===== config.mk =====
export PLATFORM = sky130hd
export DESIGN_NAME = timing_test_sched
export DESIGN_NICKNAME = d
export VERILOG_FILES = /design/src/rtl/timing_test_sched.sv
export SDC_FILE = /design/constraint.sdc
export NUM_CORES = 1
export LEC_CHECK = 0
export BUFFER_PORTS_ARGS = -buffer_cell sky130_fd_sc_hd__buf_2
export CAP_MARGIN = 20
export CORE_MARGIN = 2
export CORE_UTILIZATION = 44
export CTS_BUF_LIST = sky130_fd_sc_hd__clkbuf_16
export CTS_CLUSTER_SIZE = 10
export DETAILED_ROUTE_END_ITERATION = 10
export GPL_TIMING_DRIVEN = 0
export SETUP_SLACK_MARGIN = 0.5
export SLEW_MARGIN = 20
export SYNTH_ARGS = -nofsm -noshare
export SYNTH_HDL_FRONTEND = slang
export SYNTH_SLANG_ARGS = --single-unit

===== constraint.sdc =====
create_clock -name clk -period 6.91 [get_ports clk]
set_input_delay 1.0365 -clock clk [delete_from_list [all_inputs] [get_ports clk]]
set_output_delay 1.0365 -clock clk [all_outputs]
set_load 0.005 [all_outputs]

===== src/rtl/timing_test_sched.sv =====
// Measurement scheduler for the inverter-chain timing test: runs the
// test cfg_runs times and accumulates sum/min/max of the error counts.
//
// Ports:
//   clk, rst          - clock, async active-high reset
//   start, abort      - begin a sequence (IDLE only) / cancel it
//   cfg_runs, cfg_gap - run count and idle cycles between runs
//   tt_we             - trigger to the timing test, ARM_LEN cycles per run
//   tt_done, tt_err   - completion pulse and error count from the test
//   busy, done        - sequence in progress / one-cycle completion pulse
//   timeout_err       - last sequence ended on a WAIT timeout
//   runs_done         - completed runs
//   err_sum, err_min, err_max - statistics over completed runs
module timing_test_sched #(
  parameter int RES_W   = 10,
  parameter int RUNS_W  = 8,
  parameter int ARM_LEN = 3,
  parameter int TIMEOUT = 4096
) (
  input  logic                    clk,
  input  logic                    rst,
  input  logic                    start,
  input  logic                    abort,
  input  logic [RUNS_W-1:0]       cfg_runs,
  input  logic [15:0]             cfg_gap,
  output logic                    tt_we,
  input  logic                    tt_done,
  input  logic [RES_W-1:0]        tt_err,
  output logic                    busy,
  output logic                    done,
  output logic                    timeout_err,
  output logic [RUNS_W-1:0]       runs_done,
  output logic [RES_W+RUNS_W-1:0] err_sum,
  output logic [RES_W-1:0]        err_min,
  output logic [RES_W-1:0]        err_max
);

  localparam int AW = (ARM_LEN > 1) ? $clog2(ARM_LEN) : 1;
  localparam int TW = $clog2(TIMEOUT + 1);
  localparam int SW = RES_W + RUNS_W;

  typedef enum logic [2:0] {
    IDLE,
    ARM,
    WAIT,
    GAP,
    FINISH
  } state_t;

  state_t state;
  state_t state_nx;

  logic [AW-1:0]     arm_cnt;
  logic [TW-1:0]     wait_cnt;
  logic [15:0]       gap_cnt;
  logic [RUNS_W-1:0] runs_lat;
  logic [15:0]       gap_lat;

  logic              accept;
  logic              upd;
  logic              tmo;
  logic              tmo_hit;
  logic              arm_last;
  logic              gap_last;
  logic [RUNS_W-1:0] runs_nx;

  assign arm_last = (arm_cnt == AW'(ARM_LEN - 1));
  assign gap_last = (gap_cnt == gap_lat - 16'd1);
  assign tmo      = (wait_cnt == TW'(TIMEOUT - 1));
  assign runs_nx  = runs_done + RUNS_W'(1);

  assign accept  = (state == IDLE) && start;
  // abort wins over a simultaneous tt_done or timeout
  assign upd     = (state == WAIT) && tt_done && !abort;
  assign tmo_hit = (state == WAIT) && !tt_done && !abort && tmo;

  assign tt_we = (state == ARM);
  assign busy  = (state == ARM) || (state == WAIT) || (state == GAP);
  assign done  = (state == FINISH);

  always_comb begin
    state_nx = state;
    unique case (state)
      IDLE: begin
        if (start)
          state_nx = (cfg_runs == '0) ? FINISH : ARM;
      end
      ARM: begin
        if (abort)
          state_nx = IDLE;
        else if (arm_last)
          state_nx = WAIT;
      end
      WAIT: begin
        if (abort)
          state_nx = IDLE;
        else if (tt_done) begin
          if (runs_nx == runs_lat)
            state_nx = FINISH;
          else if (gap_lat == 16'd0)
            state_nx = ARM;
          else
            state_nx = GAP;
        end else if (tmo)
          state_nx = FINISH;
      end
      GAP: begin
        if (abort)
          state_nx = IDLE;
        else if (gap_last)
          state_nx = ARM;
      end
      FINISH: state_nx = IDLE;
      default: state_nx = IDLE;
    endcase
  end

  always_ff @(posedge clk or posedge rst) begin
    if (rst)
      state <= IDLE;
    else
      state <= state_nx;
  end

  // every state is entered from a different one, so the counters
  // restart simply by being held at zero outside their own state
  always_ff @(posedge clk or posedge rst) begin
    if (rst) begin
      arm_cnt  <= '0;
      wait_cnt <= '0;
      gap_cnt  <= '0;
      runs_lat <= '0;
      gap_lat  <= '0;
    end else begin
      arm_cnt  <= (state == ARM) ? arm_cnt + AW'(1) : '0;
      wait_cnt <= (state == WAIT) ? wait_cnt + TW'(1) : '0;
      gap_cnt  <= (state == GAP) ? gap_cnt + 16'd1 : '0;
      if (accept) begin
        runs_lat <= cfg_runs;
        gap_lat  <= cfg_gap;
      end
    end
  end

  always_ff @(posedge clk or posedge rst) begin
    if (rst) begin
      runs_done   <= '0;
      err_sum     <= '0;
      err_min     <= '1;
      err_max     <= '0;
      timeout_err <= 1'b0;
    end else if (accept) begin
      runs_done   <= '0;
      err_sum     <= '0;
      err_min     <= '1;
      err_max     <= '0;
      timeout_err <= 1'b0;
    end else if (upd) begin
      runs_done <= runs_nx;
      // SW bits hold (2^RUNS_W-1)*(2^RES_W-1) without wrap
      err_sum   <= err_sum + SW'(tt_err);
      if (tt_err < err_min)
        err_min <= tt_err;
      if (tt_err > err_max)
        err_max <= tt_err;
    end else if (tmo_hit) begin
      timeout_err <= 1'b1;
    end
  end

endmodule


==> results.yml <==
placed_design:
  place_congestion: 0.861
  dp_hpwl_mm: 11.5
  portBuffers: 88
  dp_slack_ns: 3.68
setup_path:
  crit_chain: "buf_2 > ha_1 > inv_1 > fa_1 > nor2b_1 > o2111ai_1 > a31oi_1 > a211oi_1 > nor4_1 > xnor2_1 > nor2_1"
  path_max_fanout: 4
  critPathBufInv: 2
  worstPathRequired_ns: 7.13
  worst_path_max_delay_cell: "fa_1"
  cp-start-kind: "input pin"
  crit_path_end_kind: "flop"
  path_class: "input pin to flop"
  crit_family: "compound AO/OA/AOI/OAI gates"
  critPathMaxStageDelay_ns: 0.39
  crit_arrival_ns: 3.11
yosys:
  avgSynthCellArea_um2: 8.97
  synth.largest_area_cell: "dfrtp_1"
  netlist_area_mm2: 0.00620
  ys_async_sr_fraction_pct: 100
  ys.flop_type: "dfrtp_1"
  ys_ff_latch: 105
  synth_top_area_share_pct: 38.3
  synthTopCellsByArea: "dfrtp_1 38%, nand2_1 7.4%, ha_1 7.1%"
  synthCells: 692
  synth_nets: 767
  synth-seq-area-share_pct: 42.5
  yosysWarnings: 0
  synth_cell_type_count: 66
  synth-edff-count: 0
layout:
  nets: 867
  syn2layout_area_growth_pct: 15.4
  most-common-layout-cells: "122 x nand2_1, 95 x dfrtp_1, 90 x buf_2"
  seq_area_mm2: 0.00264
  diodes: 0
  layout_commonest_cell: "nand2_1"
  fill_cells: 1278
  drive_gt1_share_pct: 16.5
  multi_input_area_mm2: 0.00332
min_path:
  hold_class: "flop to flop"
global_route:
  grt_use_total_pct: 21.6
  grt_pass1_vias: 5105
  grt_pass1_wl_mm: 25.4
  globalRouteOverflowTotal: 0
  grt_max_degree: 57
  grt_antenna_before_repair: 0
pwr:
  powerDensity_mw_per_mm2: 311
  p_leak_nw: 3.61
  peakVddDrop_mv: 0.137
floorplan:
  die_area_mm2: 0.0151
  num_io_pins: 89
  die_h_um: 123
  fp.coreArea_mm2: 0.0138
  start_util_pct: 44.9
  num_rows: 43
  chipWidth_um: 123
sta:
  rsz0062_at_grt: "no"
  period_needed_ns: 2.89
  fin_crit_sh_pct: 41.8
  worstMarginPinSlew_ns: 0.752
  slew_violations: 0
  setup_viol: 0
  finClkSkew_ns: 0.00736
  finalHoldViolCount: 0
  fmax_ghz: 0.346
  finalSetupTns_ns: 0
  relSlewSlack_pct: 49.7
  setup_slack_ns: 4.02
routing:
  dr.pass1.iters: 4
  drc: 0
  vias: 5193
  drt_iter0_drc: 357
  avgRoutedWirePerCell_um: 15.9
  ant_nets: 0
  wirelength_mm: 15.5
  vias_per_cell: 5.32
clocking:
  cts_made_buffers: 9
  htree_levels: 3
  cts-root-buf: "clkbuf_16"
  ctsHoldBuffers: 0
  cts_tree: "yes"
  clock_latency_ns: 0.35
  post_cts_resized: 0
  cts.clk_slew.worst_paths_ns: 0.06
  clockBufferDepth: 2
  clock_sinks: 105
  cts_setup_buffers: 0
status:
  status: "finished clean"
run:
  drv_cap: 0
## flip-flops by register name, summed over array words and instances (netlist names)
register     cells
err_max         10
gap_lat         16
arm_cnt          2
state            3
timeout_err      1
wait_cnt        13
runs_done        8
runs_lat         8
err_min         10
gap_cnt         16
err_sum         18
## worst paths after layout
path,start,to,slack (ns),cells after the start
worst max-delay path,tt_err[0],err_sum[14],4.02,11
worst min-delay path,arm_cnt[0],arm_cnt[0],0.42,1
worst max register to register,err_sum[0],err_sum[14],4.43,10
worst min register to register,arm_cnt[0],arm_cnt[0],0.42,1
max in group asynchronous,rst,err_min[7],5.50,3
min in group asynchronous,rst,wait_cnt[10],0.72,2
## routing by layer
metal | track usage [%] | vias up | routed length, µm
li1 | - | 2559 | -
met1 | 29.9 | 2512 | 7560
met2 | 34.3 | 105 | 7040
met3 | 3.25 | 17 | 665
met4 | 7.61 | 0 | 271
met5 | 0 | - | 0
## metrics by stage
stage	cells	hold slack [ns]	power (mW)	instance area (µm²)	util (%)
2_1_floorplan	692	0.403	1.49	6200	-
3_3_place_gp	960	0.412	1.74	6870	49.7
3_5_place_dp	961	0.417	1.77	6910	50.0
4_1_cts	976	0.426	2.24	7160	51.8
5_1_grt	976	0.450	2.40	7160	51.8
6_report	976	0.425	2.23	7160	51.8
## final cells by class
| class | instances | area share, % |
|---|---|---|
| buffer | 23 | 1.40 |
| clock buffer | 9 | 3.14 |
| clock inverter | 6 | 0.384 |
| inverter | 41 | 2.22 |
| multi-input combinational | 523 | 46.3 |
| sequential | 105 | 36.9 |
| tap | 180 | 3.14 |
| timing repair buffer | 89 | 6.53 |
## cells by family after synthesis
family | synth area share (%)
AO/OA/AOI/OAI | 10.2
XOR/XNOR | 8.89
adder cells (fa/ha/maj) | 7.38
buffers and inverters | 4.09
flip-flops | 42.5
multiplexers | 3.87
AND/OR/NAND/NOR | 23.0
## Yosys cell counts, drive strengths merged, types with 3 or more instances
library cell / n
nand3: 35
nand4: 8
a21o: 5
nor3: 12
and3: 11
ha: 35
a211oi: 3
a31oi: 3
o21ai: 36
dfstp: 10
dfrtp: 95
xor2: 29
nor4: 9
and2: 3
buf: 4
mux2i: 24
or3: 8
xnor2: 34
nor2: 66
inv: 41
nand2b: 7
clkbuf: 19
o21a: 5
nand2: 122
nor2b: 5
a21oi: 23
## power by group
| part | switching, mW | internal, mW |
|---|---|---|
| Combinational | 0.508 | 0.363 |
| Clock | 0.226 | 0.238 |
| Sequential | 0.145 | 0.751 |
(Power assumes the default switching activity.)
